--- src/rtl/mult_float_pipe.sv ---
// mult_float_pipe: 3-stage FP multiplier (valid/ready in, valid/ready out, tag sideband, overflow/underflow/exception flags)
module mult_float_pipe #(
  parameter int EXP_W = 5,
  parameter int MAN_W = 10,
  parameter int TAG_W = 4,
  parameter int ROUND = 1
) (
  input  logic                   i_Clock,
  input  logic                   i_Reset_n,
  input  logic                   i_Valid,
  output logic                   o_Ready,
  input  logic [EXP_W+MAN_W:0]   i_Factor1,
  input  logic [EXP_W+MAN_W:0]   i_Factor2,
  input  logic [TAG_W-1:0]       i_Tag,
  output logic                   o_Valid,
  input  logic                   i_Ready,
  output logic [EXP_W+MAN_W:0]   o_Product,
  output logic [TAG_W-1:0]       o_Tag,
  output logic                   o_Overflow,
  output logic                   o_Underflow,
  output logic                   o_Exception
);
  localparam int W = 1 + EXP_W + MAN_W;
  localparam int PW = 2 * MAN_W + 2;
  localparam int EW = EXP_W + 2;
  localparam int BIAS = 2 ** (EXP_W - 1) - 1;
  localparam int EMAX = 2 ** EXP_W - 1;
  logic adv;
  logic v1_q, v1_d, sgn1_q, sgn1_d, zero1_q, zero1_d;
  logic [TAG_W-1:0] tag1_q, tag1_d;
  logic [PW-1:0] p1_q, p1_d;
  logic signed [EW-1:0] e1_q, e1_d;
  logic v2_q, v2_d, sgn2_q, sgn2_d, zero2_q, zero2_d;
  logic [TAG_W-1:0] tag2_q, tag2_d;
  logic [MAN_W-1:0] man2_q, man2_d;
  logic signed [EW-1:0] e2_q, e2_d;
  logic v3_q, v3_d, ovf_q, ovf_d, unf_q, unf_d;
  logic [TAG_W-1:0] tag3_q, tag3_d;
  logic [W-1:0] prod_q, prod_d;
  logic [PW-2:0] ps;
  logic up, cy, ovf, unf;
  assign adv = ~v3_q | i_Ready;
  assign o_Ready = ~i_Reset_n | adv;
  assign o_Valid = v3_q;
  assign o_Product = prod_q;
  assign o_Tag = tag3_q;
  assign o_Overflow = ovf_q;
  assign o_Underflow = unf_q;
  assign o_Exception = ovf_q | unf_q;
  always_comb begin
    v1_d = i_Valid;
    tag1_d = i_Tag;
    sgn1_d = i_Factor1[W-1] ^ i_Factor2[W-1];
    zero1_d = ~|i_Factor1[MAN_W+:EXP_W] | ~|i_Factor2[MAN_W+:EXP_W];
    p1_d = PW'({1'b1, i_Factor1[MAN_W-1:0]}) * PW'({1'b1, i_Factor2[MAN_W-1:0]});
    e1_d = EW'(i_Factor1[MAN_W+:EXP_W]) + EW'(i_Factor2[MAN_W+:EXP_W]) - EW'(BIAS);
    ps = p1_q[PW-1] ? p1_q[PW-2:0] : {p1_q[PW-3:0], 1'b0};
    up = (ROUND != 0) & ps[MAN_W] & (|ps[MAN_W-1:0] | ps[MAN_W+1]);
    {cy, man2_d} = {1'b0, ps[PW-2 -: MAN_W]} + (MAN_W+1)'(up);
    e2_d = e1_q + EW'(p1_q[PW-1]) + EW'(cy);
    v2_d = v1_q;
    tag2_d = tag1_q;
    sgn2_d = sgn1_q;
    zero2_d = zero1_q;
    ovf = ~zero2_q & (e2_q > $signed(EW'(EMAX)));
    unf = ~zero2_q & (e2_q < $signed(EW'(1)));
    prod_d[W-1] = sgn2_q;
    prod_d[W-2:0] = (zero2_q | unf) ? '0 : ovf ? '1 : {e2_q[EXP_W-1:0], man2_q};
    v3_d = v2_q;
    tag3_d = tag2_q;
    ovf_d = v2_q & ovf;
    unf_d = v2_q & unf;
  end
  always_ff @(posedge i_Clock) begin
    if (!i_Reset_n) begin
      v1_q <= 1'b0;
      sgn1_q <= 1'b0;
      zero1_q <= 1'b0;
      tag1_q <= '0;
      p1_q <= '0;
      e1_q <= '0;
      v2_q <= 1'b0;
      sgn2_q <= 1'b0;
      zero2_q <= 1'b0;
      tag2_q <= '0;
      man2_q <= '0;
      e2_q <= '0;
      v3_q <= 1'b0;
      ovf_q <= 1'b0;
      unf_q <= 1'b0;
      tag3_q <= '0;
      prod_q <= '0;
    end else if (adv) begin
      v1_q <= v1_d;
      sgn1_q <= sgn1_d;
      zero1_q <= zero1_d;
      tag1_q <= tag1_d;
      p1_q <= p1_d;
      e1_q <= e1_d;
      v2_q <= v2_d;
      sgn2_q <= sgn2_d;
      zero2_q <= zero2_d;
      tag2_q <= tag2_d;
      man2_q <= man2_d;
      e2_q <= e2_d;
      v3_q <= v3_d;
      ovf_q <= ovf_d;
      unf_q <= unf_d;
      tag3_q <= tag3_d;
      prod_q <= prod_d;
    end
  end
endmodule

--- config.mk ---
export PLATFORM = sky130hd
export DESIGN_NAME = mult_float_pipe
export DESIGN_NICKNAME = d
export VERILOG_FILES = /design/src/rtl/mult_float_pipe.sv
export SDC_FILE = /design/constraint.sdc
export NUM_CORES = 1
export LEC_CHECK = 0
export CAP_MARGIN = 20
export CORE_ASPECT_RATIO = 1.4
export CORE_MARGIN = 2
export CORE_UTILIZATION = 54
export CTS_CLUSTER_SIZE = 40
export DETAILED_ROUTE_END_ITERATION = 12
export GPL_ROUTABILITY_DRIVEN = 0
export PLACE_DENSITY = 0.75
export SLEW_MARGIN = 20
export SYNTH_ARGS = -nofsm -noshare
export SYNTH_HDL_FRONTEND = slang
export SYNTH_SLANG_ARGS = --single-unit
--- constraint.sdc ---
create_clock -name i_Clock -period 5.6 [get_ports i_Clock]
set_clock_uncertainty 0.05 [all_clocks]
set_input_delay 0.56 -clock i_Clock [delete_from_list [all_inputs] [get_ports i_Clock]]
set_output_delay 0.56 -clock i_Clock [all_outputs]
set_load 0.01 [all_outputs]
# ---- Word level (Yosys, flattened, before mapping)
# Cells that the tools add are included.
dict set report word_totals {
  ff_bits 83
  latchBits 0
  ram_bits 0
  rom_bits 0
  in_bits 40
  out_inout_bits 25
  wordCells 48
  n_memories 0
}
dict set report op_classes {
  n_addsub 5
  mul 1
  div 0
  order_cmp 2
  eq_ne 0
  n_shift 0
  n_mux 3
  bitwise_logic 15
  reduce_logical 5
}
# operator count
set ops {}
lappend ops {{two-way mux 15 bit} 2}
lappend ops {{multiplier 11 x 11 -> 22 bit} 1}
lappend ops {{two-way mux 21 bit} 1}
lappend ops {{adder 7 x 1 -> 7 bit} 2}
lappend ops {{adder 10 x 1 -> 11 bit} 1}
lappend ops {{OR reduction 10 bit} 1}
lappend ops {{OR reduction 5 bit} 2}
lappend ops {{greater-than comparator 7 x 6 -> 1 bit (second input constant)} 1}
lappend ops {{less-than comparator 7 x 2 -> 1 bit (second input constant)} 1}
lappend ops {{subtractor 6 x 4 -> 7 bit (second input constant)} 1}
lappend ops {{adder 5 x 5 -> 6 bit} 1}
lappend ops {{OR 1 bit} 6}
lappend ops {{bitwise AND 1 bit} 5}
lappend ops {{inverter 1 bit} 3}
lappend ops {{zero test 1 bit} 2}
lappend ops {{bitwise XOR 1 bit} 1}

# ---- Depth between registers and ports, before layout
dict set report depth {
  depth_word 6
  ltp_mapped 20
}

# ---- Worst setup path after synthesis
# No wires, ideal clock.
dict set report synth_timing {
  path_type {input to register}
  start {input i_Factor1[5]}
  end {register p1_q[19]}
  setup_time_ns 0.062
  arrival_time_ns 5.169
  required_time_ns 5.488
  setup_slack_ns 0.319
  stages 19
  path_cell_list {clkbuf_1 -> nand2_1 -> fa_1 -> inv_1 -> fa_1 -> inv_1 -> fa_1 -> inv_1 -> fa_1 -> inv_1 -> fa_1 -> inv_1 -> ha_1 -> o21a_1 -> nor2_1 -> a211oi_2 -> a41oi_1 -> or4b_1 -> nand3_1}
}
dict set report synth_via {
  elab_chain_len 1
}
# element line
set synth_rtl {}
lappend synth_rtl {{start, declared} 12} ;# input logic [EXP_W+MAN_W:0] i_Factor1,
lappend synth_rtl {{multiplier 11 x 11 -> 22 bit} 55} ;# p1_d = PW'({1'b1, i_Factor1[MAN_W-1:0]}) * PW'({1'b1, i_Factor2[MAN_W-1:0]});
lappend synth_rtl {{end signal, assigned} 98} ;# p1_q <= p1_d;
lappend synth_rtl {{end, declared} 31} ;# logic [PW-1:0] p1_q, p1_d;
# No other way between the ends.
# A chain may end at the register's enable or synchronous reset.

# ---- Final worst setup path
dict set report layout_timing {
  start {input i_Factor1[9]}
  end {register p1_q[18]}
}
# The elaborated chain is that of the path after synthesis.

==> metrics.md <==
| Metric | Value |
|---|---|
| Worst setup SP type | `primary input` |
| Num rows | `51` |
| Post-synth net total | `1137` |
| Required time of the critical path | `5.77 ns` |
| Area of the die | `0.0154 mm²` |
| Final Cell Area | `0.00939 mm²` |
| DRC | `0` |
| Area grow syn2layout | `20.8%` |
| Vias | `6555` |
| IO Port Bufs | `64` |
| RSZ-0062 raised after global routing | `false` |
| Yosys warns | `0` |
| Register area share after synthesis | `0.214` |
| Clk_lat worst skew | `0.34 ns` |
| Max Root-Sink Buffers | `2` |
| Grt ovf | `0` |
| Wire length on met3 | `443 µm` |
| CP peak stage delay | `0.66 ns` |
| Crit path launch | `i_Factor1[9]` |
| Post-CTS Setup Repair Bufs | `0` |
| Yosys top cell area share | `0.214` |
| Post-Syn Instances | `944` |
| Setup CP Type | `primary input to register` |
| Max Transition Viols Final | `0` |
| CTS root buf | `clkbuf_16` |
| Async set or reset register ratio after synthesis | `0` |
| Ant. Diodes | `0` |
| DIE WIDTH | `105 µm` |
| Leakage | `4.66 nW` |
| Maximum clock rate | `186 MHz` |
| Worst-Margin Slew | `0.904 ns` |
| Crit path top cell by count | `fa_1` |
| Total power draw | `4.42 mW` |
| Synth cell count leaders | `nand2_1 (170), inv_1 (149), dfxtp_1 (83)` |
| CTS Buf Count | `9` |
| Initial Util | `0.557` |
| Setup crit end | `p1_q[18]` |
| Primary FF master, synth | `dfxtp_1` |
| Routed wl met2 | `9160 µm` |
| Most frequent cell after synthesis | `nand2_1` |
| Crit path time final | `5.37 ns` |
| Nets | `1240` |
| Class of the worst hold path | `register to register` |
| Overall routed net length | `17200 µm` |
| Highest ir drop seen on vdd | `0.318 mV` |
| Share of layout cells above drive strength 1 | `0.0979` |
| Avg Inst Size Synth | `8.24 µm²` |
| Critical-path cell list | `clkdlybuf4s50_1 -> nand2_1 -> fa_1 -> inv_1 -> fa_1 -> inv_1 -> fa_1 -> fa_1 -> fa_1 -> inv_1 -> ha_1 -> buf_4 -> nand2_1 -> o21ai_1 -> a211o_1 -> a211oi_1 -> xor2_1 -> o21ai_0` |
| Yosys top cell by area | `dfxtp_1` |
| First-pass GRT wire length | `30600 µm` |
| Worst Setup End Kind | `register` |
| Crit Path Max Fanout | `8` |
| Synth unique cells | `52` |
| Vias in the first global route | `6671` |
| Worst R2R End | `e2_q[6]` |
| Placed inst area | `0.00905 mm²` |
| Post-synth EDFFs | `0` |
| Post-Synthesis Cell Area | `0.00778 mm²` |
| Clk slew on worst S/H paths | `0.07 ns` |
| H-tree lvl count | `3` |
| Crit-path slowest cell | `clkdlybuf4s50_1` |
| Max cap viols | `0` |
| Pre-antenna DRT Iters | `5` |
| Num ports | `65` |
| Synth area leaders | `dfxtp_1 (21%), fa_1 (21%), ha_1 (11%), nand2_1 (8.2%), inv_1 (7.2%)` |
| Final setup violating endpoints | `0` |
| Wirelength per Cell | `13.9 µm` |
| FF+latch count, synth | `83` |
| Initial antenna violation count | `0` |
| Final setup TNS | `0 ns` |
| DP HPWL | `13600 µm` |
| Largest net degree at the start of global routing | `77` |
| Critical Path AT | `5.54 ns` |
| Tcrit/Tclk final | `0.958` |
| CTS tree | `built` |
| Core footprint | `0.0140 mm²` |
| Pwr/cell area | `471 mW/mm²` |
| Status | `finished, final reports clean` |
| WL met1 | `7100 µm` |
| Hold-fix buffer count after cts | `0` |
| Via density | `5.30` |
| CTS sink cnt | `83` |
| Fillers | `1182` |
| Reg2reg setup slack | `1.88 ns` |
| GRT Resource Usage Total | `0.241` |
| Register-to-Register Path Depth | `15` |
| 1st-iter DRT viols | `246` |
| Slew margin rel. | `0.395` |
| Post-route ant nets | `0` |
| Resized cells post-CTS | `0` |
| Reg2reg start | `p1_q[21]` |
| Die Span Y | `146 µm` |
| Highest routed layer | `met4` |
| Final hold violations | `0` |
## registers in the layout, summed over array words and instances (netlist names), 4 cells and up
register	flops
tag1_q	4
e2_q	7
e1_q	7
p1_q	22
o_Product	16
tag2_q	4
man2_q	10
o_Tag	4
## cell usage in the layout, fill, tap and decap left out, types with 3 or more instances in the layout
cell / count
fa_1: 81
mux2i_1: 7
and2_1: 49
a21boi_0: 35
buf_4: 76
nand4_1: 7
o31ai_1: 4
nand2b_1: 6
nor3_1: 3
and3_1: 3
nor4_1: 4
xnor2_1: 12
nor2_1: 41
dlymetal6s2s_1: 13
dfxtp_1: 83
nand2_1: 170
xor2_1: 13
ha_1: 71
a311oi_1: 4
inv_1: 148
a31oi_1: 5
inv_6: 3
a21o_1: 6
nand3_1: 20
o21ai_0: 35
clkdlybuf4s50_1: 50
a211oi_1: 3
nor3b_1: 3
a21oi_1: 29
o211ai_1: 3
nor2b_1: 5
clkbuf_16: 9
o211a_1: 13
## layer usage
layer | vias up | GRT usage
met5 | - | 0
met4 | 0 | 0.0827
met3 | 35 | 0.0269
met2 | 102 | 0.447
met1 | 3183 | 0.285
li1 | 3235 | -
## worst min-delay path by stage
stage / start / to / depth (start not counted)
2_1_floorplan: zero1_q / zero2_q / 2
3_3_place_gp: o_Product[2] / o_Product[2] / 2
3_5_place_dp: o_Product[13] / o_Product[13] / 2
4_1_cts: tag1_q[0] / tag1_q[0] / 2
5_1_grt: o_Tag[3] / o_Tag[3] / 2
6_report: o_Product[3] / o_Product[3] / 2
## kinds of logic (layout without fill, tap and decap cells)
group                      count (synthesis)  in the layout  share of synthesized area
muxes                                      9              9                     0.0119
buffers and inverters                    197            305                     0.0956
xor gates and xnor gates                  25             25                     0.0282
AOI/OAI and AO/OA                        152            152                      0.132
and+or+nand+nor                          325            325                      0.193
adders and majority gates                153            153                      0.325
DFF                                       83             83                      0.214
## report_power, final
group | total (mW) | internal, mW | switching (mW)
combinational | 3.00 | 1.46 | 1.53
sequential | 0.818 | 0.712 | 0.106
clock | 0.607 | 0.353 | 0.254
total | 4.42 | 2.53 | 1.89
## worst max-delay path: cells and delay by family
family	cells	cell delay, ns
compound gates	4	0.70
xor+xnor	1	0.21
fa+ha+maj	6	2.86
buf+inv	5	0.98
simple gates	2	0.21
## final cells by class
type,instances,area [µm²],share of cell area
sequential,83,1660,0.177
clock inverter,7,82.6,0.00879
multi-input combinational,664,5400,0.574
inverter,149,559,0.0595
tap,185,231,0.0246
timing repair buffer,140,1240,0.132
clock buffer,9,225,0.0240
## stage by stage
stage	hold slack, ns	worst slack (ns)	cells	util
5_1_grt	0.436	0.00629	1237	0.672
6_report	0.406	0.234	1237	0.672
2_1_floorplan	0.390	0.319	944	-
3_5_place_dp	0.401	-0.297	1221	0.647
3_3_place_gp	0.389	-0.267	1221	0.647
4_1_cts	0.415	0.0400	1237	0.669
No activity file was read; power rests on OpenSTA's default activity.
==> RTL change 1, RTL diff (config.mk and constraints unchanged) <==
Put one more register stage on the output `o_Underflow`, with the module's reset. The value now appears one clock later. The other outputs are not delayed to match.
--- a/src/rtl/mult_float_pipe.sv
+++ b/src/rtl/mult_float_pipe.sv
@@ -45,7 +45,13 @@
   assign o_Product = prod_q;
   assign o_Tag = tag3_q;
   assign o_Overflow = ovf_q;
-  assign o_Underflow = unf_q;
+  always_ff @(posedge i_Clock) begin
+    if (!i_Reset_n) begin
+      o_Underflow <= '0;
+    end else begin
+      o_Underflow <= unf_q;
+    end
+  end
   assign o_Exception = ovf_q | unf_q;
   always_comb begin
     v1_d = i_Valid;
Formal check against the unedited RTL: not equivalent (a bounded check fails within 4 cycles, from zero or initial values and one cycle with i_Reset_n low).
==> RTL change 1 against the original RTL <==
Maximum frequency decreased by 0.21%; area after synthesis is 0.34% higher; non-clock buffer count decreased by 1; routed wire length rose by 1.8%; setup slack lost 0.011 ns; sequential cell count grew 1; synthesized cell count rose by 0.21%; final area increased by 0.12%; cell count rose by 0.40%; via count grew 0.21%; power decreased by 0.16%; clock power rose by 2%; critical endpoint is now p1_q[19]$_SDFFE_PN0P_; largest cell class unchanged; highest routed layer unchanged.
==> RTL change 1: results (changes against the original RTL) <==
Critical path:
- The minimum setup slack among reg-to-reg paths is 1.95 ns (was 1.88 ns).
- The master of the slowest instance on the critical path is sky130_fd_sc_hd__fa_1 (was sky130_fd_sc_hd__clkdlybuf4s50_1).
- The maximum net fanout on the critical path is 3 (was 8).
- The critical path data arrival time is 5.61 ns (was 5.54 ns).
- The launching instance or port of the critical path is i_Factor1[1] (was i_Factor1[9]).
- The highest cell delay on the worst timing path is 0.55 ns (was 0.66 ns).

Detailed routing:
- The length of the first detailed-routing pass in iterations is 7 (was 5).
- The starting DRC count in detailed routing came to 222 (was 246).
- The wire length on met3 is 511 um (was 443 um).
- The total length of routed met2 wires is 9300 um (was 9160 um).
- The vias per cell is 5.29 (was 5.30).
- The total routed wire length on the met1 layer is 7080 um (was 7100 um).
- The total wirelength of the detailed-routed design is 17500 um (was 17200 um).
- The detail-routed net length per standard cell is 14.1 um (was 13.9 um).

Power and ir drop:
- The worst IR drop on VDD is 0.000334 V (was 0.000318 V).
- The leakage power is 0.00462 uW (was 0.00466 uW).

Yosys:
- Main area contributors after synthesis: sky130_fd_sc_hd__dfxtp_1 22%, sky130_fd_sc_hd__fa_1 21%, sky130_fd_sc_hd__ha_1 11% (was sky130_fd_sc_hd__dfxtp_1 21%, sky130_fd_sc_hd__fa_1 21%, sky130_fd_sc_hd__ha_1 11%).
- Top cell types by occurrence after synthesis: 170 x sky130_fd_sc_hd__nand2_1, 149 x sky130_fd_sc_hd__inv_1, 84 x sky130_fd_sc_hd__dfxtp_1, 82 x sky130_fd_sc_hd__fa_1, 71 x sky130_fd_sc_hd__ha_1 (was 170 x sky130_fd_sc_hd__nand2_1, 149 x sky130_fd_sc_hd__inv_1, 83 x sky130_fd_sc_hd__dfxtp_1, 82 x sky130_fd_sc_hd__fa_1, 71 x sky130_fd_sc_hd__ha_1).
- The share of synthesized area occupied by flip-flops and latches was 21.5% (was 21.4%).
- The synthesized area per cell is 8.25 sq um (was 8.24 sq um).
- The mux share of post-synthesis cell area is 1.19% (about the same).
- The count of unique library cells instantiated by Yosys is 52 (unchanged).
- The share of the synthesized netlist area taken by xor and xnor gates is 2.81% (was 2.82%).
- The net count of the mapped netlist came to 1139 (was 1137).
- The portion of synthesized cell area occupied by the leading cell type is 21.5% (was 21.4%).
- The complex-gate fraction of the synthesized area is 13.2% (about the same).
- The adder and majority gate portion of the synthesized area came to 32.4% (was 32.5%).

Min path:
- The classification of the worst-slack hold path is reg2reg (unchanged).

Global route:
- The wire length of the first global-routing pass was 31000 um (was 30600 um).
- The via count of the first global-routing pass is 6768 (was 6671).
- The largest net degree at the start of global routing is 78 (was 77).
- The all-layer global routing usage is 24.3% (was 24.1%).

Status:
- Run status: completed (unchanged).

Place:
- The post-detailed-placement half-perimeter wirelength is 13800 um (was 13600 um).
- The post-detailed-placement cell area is 9060 sq um (was 9050 sq um).

Finish:
- The fraction of final layout cells sized beyond drive strength 1 came to 9.50% (was 9.79%).
- The final-stage net count is 1241 (was 1240).

STA:
- The slew at the pin closest to its max-slew limit is 0.714 ns (was 0.904 ns).
[RTL change 1: cell types whose count changed after synthesis]
cell and change:
sky130_fd_sc_hd__and2_1 +1, sky130_fd_sc_hd__clkbuf_1 +1, sky130_fd_sc_hd__buf_1 -1, sky130_fd_sc_hd__dfxtp_1 +1
[RTL change 1: report_power, final]
group          internal [uW]  switching (uW)
clock                    354             263
combinational           1460            1530
sequential               719            99.9
[RTL change 1: kinds of logic after synthesis]
| group | count (synthesis) |
|---|---|
| xor+xnor | 25 |
| compound gates | 152 |
| buf+inv | 197 |
| flops | 84 |
| fa+ha+maj | 153 |
| simple gates | 326 |
| mux | 9 |
[RTL change 1: worst max-delay path by stage]
stage                                  to  slack [ns]  cells past startpoint
floorplan           p1_q[19]$_SDFFE_PN0P_        0.32                     19
global route        p1_q[19]$_SDFFE_PN0P_       0.004                     18
CTS                 p1_q[18]$_SDFFE_PN0P_        0.09                     18
finish              p1_q[19]$_SDFFE_PN0P_        0.22                     19
global placement    p1_q[18]$_SDFFE_PN0P_       -0.20                     18
detailed placement  p1_q[18]$_SDFFE_PN0P_       -0.25                     18
[RTL change 1: critical path: cells and delay by family]
kind | cells | cell delay, ns
AOI/OAI and AO/OA | 3 | 0.55
adders and majority gates | 6 | 2.94
buffers and inverters | 6 | 0.84
and+or+nand+nor | 4 | 0.69
[RTL change 1: stage by stage]
step | hold WS [ns] | worst slack [ns]
6_report | 0.402 | 0.223
3_3_place_gp | 0.388 | -0.198
3_5_place_dp | 0.395 | -0.249
2_1_floorplan | 0.390 | 0.318
5_1_grt | 0.429 | 0.00426
4_1_cts | 0.411 | 0.0895
[RTL change 1: layout make-up]
| type | instances | area [sq um] |
|---|---|---|
| clock buffer | 9 | 225 |
| clock inverter | 7 | 81.3 |
| fill | 1215 | 4910 |
| inverter | 149 | 559 |
| multi-input combinational | 665 | 5410 |
| sequential | 84 | 1680 |
| tap | 189 | 236 |
| timing repair buffer | 139 | 1220 |
[RTL change 1: metal layers]
metal	global-route usage, %	up-vias
met1	28.6	3167
met5	0	-
met4	9.28	0
met2	45.4	136
li1	-	3224
met3	2.19	42
==> RTL change 2, RTL diff (config.mk and constraints unchanged) <==
Made on the original files. The parameter `EXP_W` goes from 5 to 6.
--- a/src/rtl/mult_float_pipe.sv
+++ b/src/rtl/mult_float_pipe.sv
@@ -1,6 +1,6 @@
 // mult_float_pipe: 3-stage FP multiplier (valid/ready in, valid/ready out, tag sideband, overflow/underflow/exception flags)
 module mult_float_pipe #(
-  parameter int EXP_W = 5,
+  parameter int EXP_W = 6,
   parameter int MAN_W = 10,
   parameter int TAG_W = 4,
   parameter int ROUND = 1
Ports: changed (resized i_Factor1, i_Factor2 and o_Product); port bits go from 65 to 68. No check against the original RTL was run, so the function may have changed too.
==> RTL change 2 against the original RTL <==
Die area shrank 1.4%; sequential share of layout area grew 0.85 points; maximum frequency shrank 0.34%; routed wire length shrank 0.85%; worst hold slack lost 0.0075 ns; critical path depth is the same; power grew 1.6%; clock power shrank 2%; setup slack lost 0.018 ns; area after synthesis shrank 1.4%; sequential power grew 5.3%; sequential cell count grew 3; final area shrank 1.1%; largest cell class unchanged.
==> RTL change 2: results (changes against the original RTL) <==
Detailed routing:
- The total wirelength of the detailed-routed design is 17000 um (was 17200 um).
- The detail-routed net length per standard cell is 13.9 um (about the same).
- The starting DRC count in detailed routing is 330 (was 246).
- The detailed-route via count was 6413 (was 6555).

Finish:
- The final-stage net count is 1229 (was 1240).
- The fill cell instance count of the final layout is 1211 (was 1182).
- The fraction of final layout cells sized beyond drive strength 1 is 9.46% (was 9.79%).
- The growth of design area from synthesis to finish is 21.1% (was 20.8%).

Place:
- The post-detailed-placement cell area was 8930 sq um (was 9050 sq um).
- The post-placement cell count was 1206 (was 1221).
- The number of port buffers is 67 (was 64).
- The post-detailed-placement half-perimeter wirelength came to 13800 um (was 13600 um).

Global route:
- The wire length of the first global-routing pass was 29400 um (was 30600 um).
- The all-layer global routing usage is 23.5% (was 24.1%).
- The via count of the first global-routing pass is 6609 (was 6671).

Critical path:
- The worst setup path endpoint is p1_q[20]$_SDFFE_PN0P_ (was p1_q[18]$_SDFFE_PN0P_).
- The critical path data arrival time is 5.55 ns (was 5.54 ns).
- The launching instance or port of the critical path is i_Factor1[3] (was i_Factor1[9]).
- The depth of the worst register-to-register path came to 13 (was 15).
- The highest cell delay on the worst timing path is 0.55 ns (was 0.66 ns).

Yosys:
- The synthesized area per cell was 8.24 sq um (about the same).
- The count of unique library cells instantiated by Yosys is 55 (was 52).
- Top cell types by occurrence after synthesis: 168 x sky130_fd_sc_hd__nand2_1, 136 x sky130_fd_sc_hd__inv_1, 86 x sky130_fd_sc_hd__dfxtp_1, 82 x sky130_fd_sc_hd__fa_1, 73 x sky130_fd_sc_hd__ha_1 (was 170 x sky130_fd_sc_hd__nand2_1, 149 x sky130_fd_sc_hd__inv_1, 83 x sky130_fd_sc_hd__dfxtp_1, 82 x sky130_fd_sc_hd__fa_1, 71 x sky130_fd_sc_hd__ha_1).

STA:
- The slew at the pin closest to its max-slew limit is 1.03 ns (was 0.904 ns).

Status:
- Run status: completed (unchanged).

Power and ir drop:
- The worst IR drop on VDD is 0.000348 V (was 0.000318 V).
- The internal power contribution is 2630 uW (was 2530 uW).
- The post-route total power is 4490 uW (was 4420 uW).
- The combinational power share is 67.5% (was 67.8%).
-- RTL change 2: worst min-delay path by stage --
| stage | start | slack, ns | end |
|---|---|---|---|
| after global routing | p1_q[9]$_SDFFE_PN0P_ | 0.42 | p1_q[9]$_SDFFE_PN0P_ |
| final | o_Product[0]$_SDFFE_PN0P_ | 0.40 | o_Product[0]$_SDFFE_PN0P_ |
| after detailed placement | o_Product[14]$_SDFFE_PN0P_ | 0.39 | o_Product[14]$_SDFFE_PN0P_ |
| after floorplan | man2_q[8]$_SDFFE_PN0P_ | 0.38 | man2_q[8]$_SDFFE_PN0P_ |
| after CTS | o_Product[16]$_SDFFE_PN0P_ | 0.40 | o_Product[16]$_SDFFE_PN0P_ |
| after global placement | o_Product[12]$_SDFFE_PN0P_ | 0.38 | o_Product[12]$_SDFFE_PN0P_ |
-- RTL change 2: layout make-up --
type / instances / share of cell area, %
flip-flops and latches: 86 / 18.5
clock buffers: 12 / 2.76
inverters: 136 / 5.50
well taps: 185 / 2.49
clock inverters: 3 / 0.472
multi-input cells: 663 / 57.1
repair buffers: 136 / 13.1
-- RTL change 2: routing by layer --
layer  share of wire, %  wire [um]  up-vias  track usage, %
li1                   -          -     3195               -
met1                 39       6630     3046            25.2
met2                 54       9260      127            45.3
met3                2.8        472       45            2.61
met4                3.9        666        0            10.6
met5                  0          0        -               0
-- RTL change 2: kinds of logic after synthesis --
| family | after synthesis | synth area share [%] |
|---|---|---|
| and+or+nand+nor | 312 | 18.7 |
| buffers and inverters | 182 | 8.96 |
| AOI/OAI and AO/OA | 164 | 12.9 |
| adders and majority gates | 155 | 33.3 |
| DFF | 86 | 22.5 |
| xor gates and xnor gates | 29 | 3.31 |
| muxes | 3 | 0.408 |
